`src/rtl/morse_pkg.sv`:
```
// Shared Signals codes, FSM state encoding and letter limits for morse_key_classifier.
package morse_pkg;

    localparam logic [2:0] SIG_DOT    = 3'b000;
    localparam logic [2:0] SIG_DASH   = 3'b001;
    localparam logic [2:0] SIG_SPACE  = 3'b010;
    localparam logic [2:0] SIG_ENDSEQ = 3'b011;
    localparam logic [2:0] SIG_IDLE   = 3'b111;

    // Downstream buffer holds 10 bits, i.e. five 2-bit symbols per letter.
    localparam int unsigned MAX_SYMBOLS = 5;

    typedef enum logic [2:0] {
        IDLE,
        PRESS,
        GAP,
        LGAP,
        HOLD
    } state_t;

endpackage

```
`src/rtl/morse_key_classifier_key_debouncer.sv`:
```
// Two-flop synchroniser plus stable-count debouncer for the raw Morse key.
// key_idle reports a released key only once the synchroniser holds post-reset samples.
module key_debouncer #(
    parameter int unsigned DEBOUNCE_CYCLES = 16
) (
    input  logic clk,
    input  logic rst,
    input  logic key_raw,
    output logic key_db,
    output logic key_idle
);

    localparam int unsigned DW = (DEBOUNCE_CYCLES > 1) ? $clog2(DEBOUNCE_CYCLES) : 1;
    localparam logic [DW-1:0] DB_LAST = DW'(DEBOUNCE_CYCLES - 1);

    logic          sync_1;
    logic          sync_2;
    logic [1:0]    primed;
    logic [DW-1:0] db_cnt;

    always_ff @(posedge clk or posedge rst) begin
        if (rst) begin
            sync_1 <= 1'b0;
            sync_2 <= 1'b0;
            primed <= '0;
            db_cnt <= '0;
            key_db <= 1'b0;
        end else begin
            sync_1 <= key_raw;
            sync_2 <= sync_1;
            primed <= {primed[0], 1'b1};
            if (sync_2 == key_db) begin
                db_cnt <= '0;
            end else if (db_cnt == DB_LAST) begin
                key_db <= sync_2;
                db_cnt <= '0;
            end else begin
                db_cnt <= db_cnt + 1'b1;
            end
        end
    end

    assign key_idle = primed[1] & ~sync_2;

endmodule

```
`src/rtl/morse_key_classifier.sv`:
```
// Morse key classifier: debounced key -> dot/dash/space/endseq strobes on Signals/Valid.
// Optional sidetone divider on Tone when MORSE_SIDETONE_EN is defined.
module morse_key_classifier
    import morse_pkg::*;
#(
    parameter int unsigned DEBOUNCE_CYCLES  = 16,
    parameter int unsigned UNIT_CYCLES      = 1000,
    parameter int unsigned DASH_UNITS       = 2,
    parameter int unsigned LETTER_GAP_UNITS = 3,
    parameter int unsigned WORD_GAP_UNITS   = 7,
    parameter int unsigned CNT_W            = 24
`ifdef MORSE_SIDETONE_EN
    ,
    parameter int unsigned TONE_DIV         = 500
`endif
) (
    input  logic       Clock,
    input  logic       Reset,
    input  logic       Key,
    input  logic       Clear,
    output logic [2:0] Signals,
    output logic       Valid,
    output logic       Overflow,
    output logic       Tone
);

    localparam logic [CNT_W-1:0] DASH_TH   = CNT_W'(DASH_UNITS * UNIT_CYCLES);
    localparam logic [CNT_W-1:0] LETTER_TH = CNT_W'(LETTER_GAP_UNITS * UNIT_CYCLES);
    localparam logic [CNT_W-1:0] WORD_TH   = CNT_W'(WORD_GAP_UNITS * UNIT_CYCLES);
    localparam logic [2:0]       SYM_MAX   = 3'(MAX_SYMBOLS);

    logic             key_db;
    logic             key_idle;
    logic             armed;
    state_t           state, state_n;
    logic [CNT_W-1:0] cnt, cnt_n, elapsed;
    logic [2:0]       sym_cnt, sym_n;
    logic             ovf_n;
    logic [2:0]       sig_n;
    logic             val_n;

    key_debouncer #(
        .DEBOUNCE_CYCLES(DEBOUNCE_CYCLES)
    ) u_debouncer (
        .clk     (Clock),
        .rst     (Reset),
        .key_raw (Key),
        .key_db  (key_db),
        .key_idle(key_idle)
    );

    // A key held through reset must be released once before a press counts.
    always_ff @(posedge Clock or posedge Reset) begin
        if (Reset) begin
            state    <= IDLE;
            cnt      <= '0;
            sym_cnt  <= '0;
            armed    <= 1'b0;
            Overflow <= 1'b0;
            Signals  <= SIG_IDLE;
            Valid    <= 1'b0;
        end else begin
            state    <= state_n;
            cnt      <= cnt_n;
            sym_cnt  <= sym_n;
            armed    <= armed | key_idle;
            Overflow <= ovf_n;
            Signals  <= sig_n;
            Valid    <= val_n;
        end
    end

    // Durations are judged on the value the counter would take this cycle,
    // so a press seen high for N cycles measures exactly N.
    always_comb begin
        elapsed = (cnt == '1) ? cnt : cnt + CNT_W'(1);
    end

    always_comb begin
        state_n = state;
        cnt_n   = cnt;
        sym_n   = sym_cnt;
        ovf_n   = Overflow;
        sig_n   = SIG_IDLE;
        val_n   = 1'b0;

        if (Clear) begin
            state_n = key_db ? HOLD : IDLE;
            cnt_n   = '0;
            sym_n   = '0;
            ovf_n   = 1'b0;
        end else begin
            unique case (state)
                IDLE: begin
                    if (key_db) begin
                        state_n = armed ? PRESS : HOLD;
                        cnt_n   = '0;
                    end
                end
                PRESS: begin
                    if (key_db) begin
                        cnt_n = elapsed;
                    end else begin
                        state_n = GAP;
                        cnt_n   = '0;
                        if (sym_cnt < SYM_MAX) begin
                            sig_n = (elapsed >= DASH_TH) ? SIG_DASH : SIG_DOT;
                            val_n = 1'b1;
                            sym_n = sym_cnt + 3'd1;
                        end else begin
                            ovf_n = 1'b1;
                        end
                    end
                end
                GAP: begin
                    if (key_db) begin
                        state_n = PRESS;
                        cnt_n   = '0;
                    end else begin
                        cnt_n = elapsed;
                        if (elapsed == LETTER_TH) begin
                            state_n = LGAP;
                            sig_n   = SIG_SPACE;
                            val_n   = 1'b1;
                            sym_n   = '0;
                            ovf_n   = 1'b0;
                        end
                    end
                end
                LGAP: begin
                    if (key_db) begin
                        state_n = PRESS;
                        cnt_n   = '0;
                    end else begin
                        cnt_n = elapsed;
                        if (elapsed == WORD_TH) begin
                            state_n = IDLE;
                            cnt_n   = '0;
                            sig_n   = SIG_ENDSEQ;
                            val_n   = 1'b1;
                        end
                    end
                end
                HOLD: begin
                    if (!key_db) begin
                        state_n = IDLE;
                        cnt_n   = '0;
                    end
                end
                default: begin
                    state_n = IDLE;
                    cnt_n   = '0;
                end
            endcase
        end
    end

`ifdef MORSE_SIDETONE_EN
    localparam int unsigned TW = (TONE_DIV > 1) ? $clog2(TONE_DIV) : 1;
    localparam logic [TW-1:0] TONE_LAST = TW'(TONE_DIV - 1);

    logic [TW-1:0] tone_cnt;
    logic          tone_q;

    always_ff @(posedge Clock or posedge Reset) begin
        if (Reset) begin
            tone_cnt <= '0;
            tone_q   <= 1'b0;
        end else if (!key_db) begin
            tone_cnt <= '0;
            tone_q   <= 1'b0;
        end else if (tone_cnt == TONE_LAST) begin
            tone_cnt <= '0;
            tone_q   <= ~tone_q;
        end else begin
            tone_cnt <= tone_cnt + 1'b1;
        end
    end

    assign Tone = tone_q;
`else
    assign Tone = 1'b0;
`endif

endmodule
```
`config.mk`:
```
export PLATFORM = sky130hd
export DESIGN_NAME = morse_key_classifier
export DESIGN_NICKNAME = d
export VERILOG_FILES = /design/src/rtl/morse_pkg.sv /design/src/rtl/morse_key_classifier_key_debouncer.sv /design/src/rtl/morse_key_classifier.sv
export SDC_FILE = /design/constraint.sdc
export NUM_CORES = 1
export LEC_CHECK = 0
export CAP_MARGIN = 25
export CORE_UTILIZATION = 60
export CTS_CLUSTER_SIZE = 28
export DETAILED_ROUTE_END_ITERATION = 7
export PLACE_DENSITY = 0.82
export RECOVER_POWER = 100
export SYNTH_ARGS = -nofsm -noshare
export SYNTH_HDL_FRONTEND = slang
export SYNTH_HIERARCHICAL = 1
export SYNTH_SLANG_ARGS = --single-unit
```
`constraint.sdc`:
```
create_clock -name Clock -period 3.47 [get_ports Clock]
set_input_delay 1.041 -clock Clock [delete_from_list [all_inputs] [get_ports Clock]]
set_output_delay 1.041 -clock Clock [all_outputs]
set_load 0.1 [all_outputs]
```
==> metrics.md, run 1 <==
| Metric | Value |
|---|---|
| Initial DRC count | 266 |
| HP Class | reg -> reg |
| Slew at the pin with the worst max-slew slack | 1.95 ns |
| Async S/R FF share, synth | 1.00 |
| Internal Power | 0.792 mW |
| Area contributors post-synth | dfrtp_1 34%, nand2_1 4.0%, nor2_1 3.7%, a31oi_1 3.2%, nand3_1 2.9% |
| Setup bufs post-CTS | 0 |
| Post-Route WL | 6820 um |
| RSZ-0062 raised after global routing | false |
| Slew Limit Fails | 37 |
| Switching share of total power | 0.375 |
| Crit-path cells | ha_1, nand4_2, or3_4, nor2_4, nor2_1, a2111oi_2, nor4bb_4, nor3_1, buf_12, a21o_1, a22o_1 |
| Fillers | 426 |
| #FFs+latches synth | 45 |
| Root buf cell | clkbuf_8 |
| Crit end category | flop |
| Pin count of the biggest net entering global routing | 37 |
| Crit path max fanout | 30 |
| Synth Net Count | 355 |
| Core area | 4850 sq um |
| CP required | 3.67 ns |
| Cell Pwr Density | 396 nW/um^2 |
| Comb power frac | 0.257 |
| Proportion of layout cells with a drive suffix above 1 | 0.125 |
| Clock sink count | 45 |
| Max VDD drop | 253 uV |
| Fin util | 0.660 |
| # setup viols final | 0 |
| First-pass GRT wire length | 11400 um |
| Vias per std cell | 6.33 |
| Initial antenna violation count | 0 |
| Critical path startpoint category | flop |
| Outcome | finished with violations |
| Clk network pwr share | 0.273 |
| IO Pins | 10 |
| Row cnt | 25 |
| HPWL after DPL | 4910 um |
| Post-layout minimum cycle time | 3.22 ns |
| Clock Skew | 0.00665 ns |
| Crit Path Class | reg -> reg |
| Cts repair resizes | 0 |
| Largest stage delay on the critical path | 0.48 ns |
| Critical Path AT | 3.42 ns |
| Initial cell density of the core | 0.642 |
| Synth Area per Inst | 8.95 sq um |
| Die H | 74.0 um |
| Netlist Area Pre-Place | 3110 sq um |
| Setup TNS | 0 ns |
| Die Footprint | 5480 sq um |
| CTS tree | built |
| Final hold vios | 0 |
| Vias | 2608 |
| Sequential-to-total area share from yosys stat | 0.363 |
| CTS clk-pin slew, worst paths | 0.10 ns |
| Flop pwr share | 0.471 |
| Slowest cell on crit path | or3_4 |
| Main synth FF type | dfrtp_1 |
| Clock H-tree levels | 2 |
| Placed Area | 3160 sq um |
| CTS hold repair buffers | 0 |
| Chip width | 74.0 um |
| Failing checks | capacitance limit, slew limit |
| Gp weighted congestion | 0.896 |
| Remaining global-route overflow | 0 |
| Top cell type by total area after synthesis | dfrtp_1 |
| Net Switching | 0.475 mW |
| Max Cap Viol | 1 |
| Leakage power | 1.25 nW |
| Cells after Synth | 348 |
| Drt wl/cell | 16.6 um |
| DRT antenna net count | 0 |
| Netlist cell types | 68 |
| Count of nets after finishing | 351 |
| Finished layout cell area | 3200 sq um |
| Skew-Pair Late Insertion Delay | 0.31 ns |
| Drt first pass iters | 5 |
| Number of global-route vias before repair | 2403 |
| Post-synth EDFFs | 0 |
| Ant diodes | 0 |
| Slew headroom | -0.302 |
| Fmax | 0.311 GHz |
| Worst hold slack | 0.357 ns |
| Total CTS buffers | 5 |
| Overall Global Routing Usage | 0.271 |
| DRC errors left | 0 |
| Final period util | 0.928 |
| Top cell type's share of synthesized area | 0.337 |
| Max clock buf depth | 2 |
| # port buffers | 8 |
| Number of warnings issued by yosys | 6 |
| Area growth syn-to-layout | 2.69% |
-- kinds of logic after synthesis --
kind of cell / synth area share
AOI/OAI and AO/OA: 0.200
xor gates and xnor gates: 0.0281
adders and majority gates: 0.0121
buffers and inverters: 0.0635
DFF: 0.363
muxes: 0.0305
other: 0.00241
and+or+nand+nor: 0.301
-- cells in the final DEF, fill, tap and decap left out, types with 3 or more instances in the layout --
cell,instances
or3_1,4
a31oi_1,16
and4_1,5
or2_2,3
o21ai_0,21
a311oi_1,3
dlygate4sd3_1,3
and2_1,3
mux2i_1,4
o21ai_1,5
clkbuf_8,5
nor2_1,31
inv_1,8
nor2b_1,5
nand2b_1,7
a21oi_1,14
dfstp_2,3
o211ai_1,3
nand3_1,19
nor3_1,9
o21a_1,3
ha_1,3
and3_1,5
nand2_1,34
nand4_1,9
buf_4,4
dfrtp_1,42
xor2_1,3
clkbuf_1,6
xnor2_1,7
-- per-stage QoR --
step	total power, mW	setup slack, ns	instances
after detailed placement	0.959	0.196	404
after floorplan	0.879	0.407	348
after CTS	1.31	0.171	412
after global placement	0.949	0.349	404
final	1.27	0.249	412
after global routing	1.33	0.0352	412
-- path summary, 6_finish.rpt --
check | from | end | slack, ns | cells past startpoint
min | u_debouncer/primed[0] | u_debouncer/primed[1] | 0.36 | 0
max | cnt[1] | cnt[20] | 0.25 | 11
min reg2reg | u_debouncer/primed[0] | u_debouncer/primed[1] | 0.36 | 0
max in group asynchronous | Reset | cnt[6] | 0.47 | 3
min in group asynchronous | Reset | u_debouncer/sync_1 | 1.13 | 2
max reg2reg | cnt[1] | cnt[20] | 0.25 | 11
-- cell type report --
cell class	instances	area (sq um)	area share
clock buffers	5	68.8	0.0215
clock inverters	3	25.0	0.00782
inverters	8	30.0	0.00939
multi-input cells	270	1760	0.550
flip-flops and latches	45	1130	0.353
well taps	67	83.8	0.0262
repair buffers	14	103	0.0321
-- per-layer routing --
metal  up-vias  GRT usage  part of all wire
met1      1252      0.377              0.46
met3        13     0.0393             0.048
li1       1263          -                 -
met2        80      0.430              0.48
met5         -          0                 0
met4         0     0.0983             0.013
-- critical path: cells and delay by family (launching register included) --
| family | cells | cell delay, ns |
|---|---|---|
| adder cells (fa/ha/maj) | 1 | 0.28 |
| buffers and inverters | 1 | 0.18 |
| AO/OA/AOI/OAI | 3 | 0.80 |
| flip-flops | 1 | 0.40 |
| AND/OR/NAND/NOR | 6 | 1.43 |
-- power by group through the flow --
stage,sequential (mW),clock (mW),combinational [mW]
floorplan,0.689,0,0.191
global placement,0.603,0,0.346
detailed placement,0.606,0,0.352
CTS,0.596,0.356,0.354
global route,0.601,0.374,0.351
finish,0.596,0.345,0.325
-- registers in the layout (all words and copies together) (netlist names) --
register            cells
u_debouncer/db_cnt      4
cnt                    24
Overflow                1
u_debouncer/sync_2      1
Signals                 3
u_debouncer/key_db      1
u_debouncer/sync_1      1
sym_cnt                 3
armed                   1
state                   3
Valid                   1
u_debouncer/primed      2
-- cells in the mapped netlist (7+ instances only) --
cell type / count
nor2_1: 31
inv_1: 8
nor3_1: 8
nand4_1: 9
a21oi_1: 14
dfrtp_1: 42
buf_2: 8
o21ai_1: 8
xnor2_1: 7
a31oi_1: 16
o21ai_0: 18
nand2b_1: 7
nand3_1: 18
nand2_1: 33
Power figures use the tool's default switching activity.
==> run 2: changes to the inputs <==
Settings changed: PLACE_DENSITY 0.82 to 0.78.
==> run 2 against run 1 <==
- the run now ends clean
- sequential cell count is the same
- cell area grew 0.86%
- hold slack lost 0.0030 ns
- non-clock buffer count grew 1
- via count shrank 1.0%
- register-to-register slack gained 0.05 ns
- clock skew is essentially flat
- die area is the same
- sequential power is essentially flat
- total power grew 1.6%
- sequential share of layout area shrank 0.30 points
- clock-buffer cell count is the same
- largest power group unchanged
==> metrics.md, run 2 (same netlist as run 1, synthesis figures left out) <==
| Metric | Value |
|---|---|
| Worst hold slack | 0.354 ns (was 0.357 ns) |
| Root buf cell | clkbuf_8 (unchanged) |
| Count of nets after finishing | 352 (was 351) |
| # port buffers | 8 (unchanged) |
| Post-Route WL | 6810 um (was 6820 um) |
| Vias per std cell | 6.25 (was 6.33) |
| Proportion of layout cells with a drive suffix above 1 | 0.127 (was 0.125) |
| Slew headroom | 0.219 (was -0.302) |
| Crit end category | flop (unchanged) |
| Overall Global Routing Usage | 0.271 (about the same) |
| Clk network pwr share | 0.274 (was 0.273) |
| Initial cell density of the core | 0.642 (unchanged) |
| CP required | 3.68 ns (was 3.67 ns) |
| Crit Path Class | reg -> reg (unchanged) |
| Final period util | 0.913 (was 0.928) |
| Drt first pass iters | 5 (unchanged) |
| Die Footprint | 5480 sq um (unchanged) |
| Clock sink count | 45 (unchanged) |
| Area growth syn-to-layout | 3.58% (was 2.69%) |
| First-pass GRT wire length | 11200 um (was 11400 um) |
| Fmax | 0.316 GHz (was 0.311 GHz) |
| Critical Path AT | 3.37 ns (was 3.42 ns) |
| Core area | 4850 sq um (unchanged) |
| Setup slack after layout | 0.302 ns (was 0.249 ns) |
| Vias | 2581 (was 2608) |
| RSZ-0062 raised after global routing | false (unchanged) |
| Pre-CTS WS | 0.257 ns (was 0.196 ns) |
| Clock Skew | 0.00658 ns (was 0.00665 ns) |
| Setup TNS | 0 ns (unchanged) |
| Flop pwr share | 0.463 (was 0.471) |
| # setup viols final | 0 (unchanged) |
| Slew Limit Fails | 0 (was 37) |
| Commonest non-fill, non-tap cell in the layout | dfrtp_1 (unchanged) |
| Max VDD drop | 342 uV (was 253 uV) |
| Clock H-tree levels | 2 (unchanged) |
| Die H | 74.0 um (unchanged) |
| Skew-Pair Late Insertion Delay | 0.32 ns (was 0.31 ns) |
| Top Registers | cnt x24, u_debouncer/db_cnt x4 (unchanged) |
| Pin count of the biggest net entering global routing | 37 (unchanged) |
| Total CTS buffers | 5 (unchanged) |
| Switching share of total power | 0.377 (was 0.375) |
| Final hold vios | 0 (unchanged) |
| Drt wl/cell | 16.5 um (was 16.6 um) |
| DRT antenna net count | 0 (unchanged) |
| IO Pins | 10 (unchanged) |
| Initial DRC count | 192 (was 266) |
| Pwr Total | 1.29 mW (was 1.27 mW) |
| CTS tree | built (unchanged) |
| Post-layout minimum cycle time | 3.17 ns (was 3.22 ns) |
| HP Class | reg -> reg (unchanged) |
| CTS clk-pin slew, worst paths | 0.09 ns (was 0.10 ns) |
| Fillers | 405 (was 426) |
| CTS hold repair buffers | 0 (unchanged) |
| DRC errors left | 0 (unchanged) |
| Gp weighted congestion | 0.920 (was 0.896) |
| Commonest cells after routing, fill and taps aside | 42 x dfrtp_1, 34 x nand2_1, 31 x nor2_1, 22 x o21ai_0, 19 x nand3_1 (was 42 x dfrtp_1, 34 x nand2_1, 31 x nor2_1, 21 x o21ai_0, 19 x nand3_1) |
| Outcome | finished, final reports clean (was finished with violations) |
| Comb power frac | 0.263 (was 0.257) |
| Slew at the pin with the worst max-slew slack | 1.18 ns (was 1.95 ns) |
| Fin util | 0.665 (was 0.660) |
| Max reg flops | 24 (unchanged) |
| Critical path startpoint category | flop (unchanged) |
| Initial antenna violation count | 0 (unchanged) |
| Max clock buf depth | 2 (unchanged) |
| Most flop-heavy register | cnt (unchanged) |
| Leakage power | 1.26 nW (was 1.25 nW) |
| HPWL after DPL | 4770 um (was 4910 um) |
| Net Switching | 0.485 mW (was 0.475 mW) |
| Row cnt | 25 (unchanged) |
| Crit path max fanout | 15 (was 30) |
| Number of global-route vias before repair | 2353 (was 2403) |
| Ant diodes | 0 (unchanged) |
| Remaining global-route overflow | 0 (unchanged) |
| Cell Pwr Density | 399 nW/um^2 (was 396 nW/um^2) |
| Max Cap Viol | 0 (was 1) |
| Internal Power | 0.801 mW (was 0.792 mW) |
| Chip width | 74.0 um (unchanged) |
-- run 2: path summary, 6_finish.rpt --
check | depth (start not counted) | from | to | slack [ns]
min | 0 | u_debouncer/sync_1 | u_debouncer/sync_2 | 0.35
min reg2reg | 0 | u_debouncer/sync_1 | u_debouncer/sync_2 | 0.35
max in group asynchronous | 3 | Reset | cnt[6] | 1.45
min in group asynchronous | 2 | Reset | u_debouncer/primed[1] | 1.14
max | 11 | cnt[0] | state[2] | 0.30
max reg2reg | 11 | cnt[0] | state[2] | 0.30
-- run 2: area by class of cell --
| cell class | count | area [sq um] | area share |
|---|---|---|---|
| Multi-Input combinational cell | 270 | 1780 | 0.552 |
| Timing Repair Buffer | 15 | 108 | 0.0334 |
| Tap cell | 67 | 83.8 | 0.0260 |
| Inverter | 8 | 30.0 | 0.00931 |
| Sequential cell | 45 | 1130 | 0.350 |
| Clock buffer | 5 | 68.8 | 0.0213 |
| Clock inverter | 3 | 25.0 | 0.00776 |
-- run 2: through the flow --
step	instances	instance area (sq um)
2_1_floorplan	348	3110
3_3_place_gp	405	3170
3_5_place_dp	405	3170
4_1_cts	413	3260
5_1_grt	413	3230
6_report	413	3230
-- run 2: per-layer routing --
| metal | global-route usage | part of all wire | vias up |
|---|---|---|---|
| met5 | 0 | 0 | - |
| met4 | 0.137 | 0.023 | 0 |
| met3 | 0.0583 | 0.056 | 17 |
| met2 | 0.400 | 0.45 | 92 |
| met1 | 0.375 | 0.47 | 1208 |
| li1 | - | - | 1264 |
-- run 2: what timing repair did --
action | in CTS | in global routing
setup endpoints to repair | 0 | 2
resized for setup | 0 | 1
buffers inserted | 0 | 0
-- run 2: power groups by stage --
stage,Sequential [mW],Combinational (mW),Clock [mW]
6_report,0.595,0.338,0.353
5_1_grt,0.602,0.363,0.377
4_1_cts,0.596,0.354,0.361
3_5_place_dp,0.605,0.353,0
3_3_place_gp,0.604,0.347,0
2_1_floorplan,0.689,0.191,0
-- run 2: worst max-delay path: stages (launching register included) --
cell	delay [ns]
dfrtp_1	0.39
ha_1	0.27
nand4_2	0.20
nor3_1	0.22
buf_4	0.25
and2_1	0.24
mux2i_1	0.33
nand4b_4	0.19
nor3b_4	0.32
o21ai_2	0.12
a31oi_1	0.19
mux2_1	0.34
==> run 3: changes to the inputs <==
Settings changed: SETUP_SLACK_MARGIN from default to 0.5.
==> run 3 against run 2 <==
- cell area is 12% higher
- total power grew 7.1%
- first-iteration DRC count up 74%
- critical endpoint is now cnt[5]
- highest routed layer unchanged
==> metrics.md, run 3 (same netlist as run 1, synthesis figures left out) <==
| Metric | Value |
|---|---|
| Critical Path AT | 3.37 ns (about the same) |
| Post-Route WL | 8250 um (was 6810 um) |
| Fin util | 0.746 (was 0.665) |
| Remaining global-route overflow | 0 (unchanged) |
| Worst path bufs/invs | 2 (was 1) |
| Commonest non-fill, non-tap cell in the layout | nand2_1 (was dfrtp_1) |
| Post-layout minimum cycle time | 3.14 ns (was 3.17 ns) |
| Crit end category | flop (unchanged) |
| Clock Skew | 0.0170 ns (was 0.00658 ns) |
| Crit path max fanout | 30 (was 15) |
| Max Cap Viol | 0 (unchanged) |
| # port buffers | 8 (unchanged) |
| Die H | 74.0 um (unchanged) |
| Crit-path cells | nand4_4, buf_4, nor3_1, o21ai_1, nor2_1, mux2i_4, nor4bb_1, nor3_1, buf_12, o311ai_0, o211ai_1 (was ha_1, nand4_2, nor3_1, buf_4, and2_1, mux2i_1, nand4b_4, nor3b_4, o21ai_2, a31oi_1, mux2_1) |
| Switching share of total power | 0.362 (was 0.377) |
| Vias | 2956 (was 2581) |
| # setup viols final | 0 (unchanged) |
| Final hold vios | 0 (unchanged) |
| Clk network pwr share | 0.310 (was 0.274) |
| CTS hold repair buffers | 0 (unchanged) |
| Internal Power | 0.880 mW (was 0.801 mW) |
| Pwr Total | 1.38 mW (was 1.29 mW) |
| Proportion of layout cells with a drive suffix above 1 | 0.270 (was 0.127) |
| Drt wl/cell | 18.5 um (was 16.5 um) |
| DRT antenna net count | 0 (unchanged) |
| Die Footprint | 5480 sq um (unchanged) |
| RSZ-0062 raised after global routing | true (was false) |
| Most flop-heavy register | cnt (unchanged) |
| Initial DRC count | 334 (was 192) |
| Final period util | 0.906 (was 0.913) |
| Max VDD drop | 277 uV (was 342 uV) |
| Drt first pass iters | 5 (unchanged) |
| Placed Area | 3180 sq um (was 3170 sq um) |
| Slowest cell on crit path | dfrtp_2 (was dfrtp_1) |
| Slew headroom | 0.220 (was 0.219) |
| Row cnt | 25 (unchanged) |
| Most common cell on crit path | nor3_1 |
| Storage element area | 1150 sq um (was 1130 sq um) |
| Largest stage delay on the critical path | 0.44 ns (was 0.39 ns) |
| Slew at the pin with the worst max-slew slack | 1.17 ns (was 1.18 ns) |
| Leakage power | 1.43 nW (was 1.26 nW) |
| Finished layout cell area | 3620 sq um (was 3230 sq um) |
| Critical path startpoint category | flop (unchanged) |
| Slew Limit Fails | 0 (unchanged) |
| Overall Global Routing Usage | 0.278 (was 0.271) |
| CTS tree | built (unchanged) |
| Area growth syn-to-layout | 16.2% (was 3.58%) |
| Top Registers | cnt x24, u_debouncer/db_cnt x4 (unchanged) |
| Net Switching | 0.499 mW (was 0.485 mW) |
| Root buf cell | clkbuf_8 (unchanged) |
| Skew-Pair Late Insertion Delay | 0.32 ns (about the same) |
| Number of global-route vias before repair | 2315 (was 2353) |
| Cell Pwr Density | 381 nW/um^2 (was 399 nW/um^2) |
| HPWL after DPL | 4760 um (was 4770 um) |
| Comb power frac | 0.258 (was 0.263) |
| First-pass GRT wire length | 11500 um (was 11200 um) |
| Clock H-tree levels | 2 (unchanged) |
| Initial cell density of the core | 0.642 (unchanged) |
| Initial antenna violation count | 0 (unchanged) |
| Fmax | 0.318 GHz (was 0.316 GHz) |
| Clock sink count | 45 (unchanged) |
| Fillers | 334 (was 405) |
| Outcome | finished, final reports clean (unchanged) |
| IO Pins | 10 (unchanged) |
| CP top delay family | simple AND/OR/NAND/NOR gates (unchanged) |
| Ant diodes | 0 (unchanged) |
| CTS clk-pin slew, worst paths | 0.10 ns (was 0.09 ns) |
| Count of nets after finishing | 384 (was 352) |
| Vias per std cell | 6.64 (was 6.25) |
| Pin count of the biggest net entering global routing | 37 (unchanged) |
| DRC errors left | 0 (unchanged) |
| Commonest cells after routing, fill and taps aside | 33 x nand2_1, 32 x buf_4, 31 x nor2_1, 26 x dfrtp_1 (was 42 x dfrtp_1, 34 x nand2_1, 31 x nor2_1, 22 x o21ai_0, 19 x nand3_1) |
| CP required | 3.70 ns (was 3.68 ns) |
| Max clock buf depth | 2 (unchanged) |
| Crit Path Class | reg -> reg (unchanged) |
| Flop pwr share | 0.432 (was 0.463) |
| Max reg flops | 24 (unchanged) |
| Gp weighted congestion | 0.930 (was 0.920) |
| HP Class | reg -> reg (unchanged) |
| Area of the multi-input gates | 1880 sq um (was 1780 sq um) |
| Chip width | 74.0 um (unchanged) |
| Core area | 4850 sq um (unchanged) |
| Setup TNS | 0 ns (unchanged) |
| Total CTS buffers | 5 (unchanged) |
-- run 3: per-layer routing --
metal / vias up / routed length, um / track usage
li1: 1329 / - / -
met2: 169 / 3870 / 0.429
met5: - / 0 / 0
met4: 0 / 293 / 0.103
met1: 1417 / 3480 / 0.391
met3: 41 / 605 / 0.0501
-- run 3: timing repair --
item                       in CTS  in global routing
buffers inserted                8                 23
setup endpoints to repair      30                 29
hold endpoints to repair        0                  0
resized for setup              12                 36
pin swaps                       7                 17
-- run 3: power by group through the flow --
stage | Combinational [mW] | Clock (mW) | Sequential [mW]
2_1_floorplan | 0.191 | 0 | 0.689
3_3_place_gp | 0.347 | 0 | 0.603
3_5_place_dp | 0.354 | 0 | 0.605
4_1_cts | 0.366 | 0.426 | 0.595
5_1_grt | 0.379 | 0.449 | 0.601
6_report | 0.356 | 0.427 | 0.596
-- run 3: layout make-up --
cell class                 count  share of cell area
multi-input combinational    270               0.520
sequential                    45               0.318
timing repair buffer          47              0.0982
tap                           67              0.0232
clock buffer                   5              0.0190
clock inverter                 3              0.0131
inverter                       8             0.00830
-- run 3: final timing paths --
path                                    startpoint               endpoint  slack (ns)  cells past startpoint
min in group asynchronous                    Reset  u_debouncer/db_cnt[0]        1.14                      2
worst min-delay path            u_debouncer/sync_1     u_debouncer/sync_2        0.36                      0
worst max-delay path                        cnt[5]                 cnt[5]        0.33                     11
max in group asynchronous                    Reset                 cnt[2]        1.39                      3
worst max register to register              cnt[5]                 cnt[5]        0.33                     11
worst min register to register  u_debouncer/sync_1     u_debouncer/sync_2        0.36                      0
-- run 3: stage by stage --
| step | hold WS (ns) | setup slack [ns] | cells |
|---|---|---|---|
| 4_1_cts | 0.362 | 0.504 | 422 |
| 2_1_floorplan | 0.331 | 0.515 | 348 |
| 3_3_place_gp | 0.333 | 0.352 | 406 |
| 3_5_place_dp | 0.340 | 0.252 | 406 |
| 5_1_grt | 0.366 | 0.229 | 445 |
| 6_report | 0.359 | 0.326 | 445 |
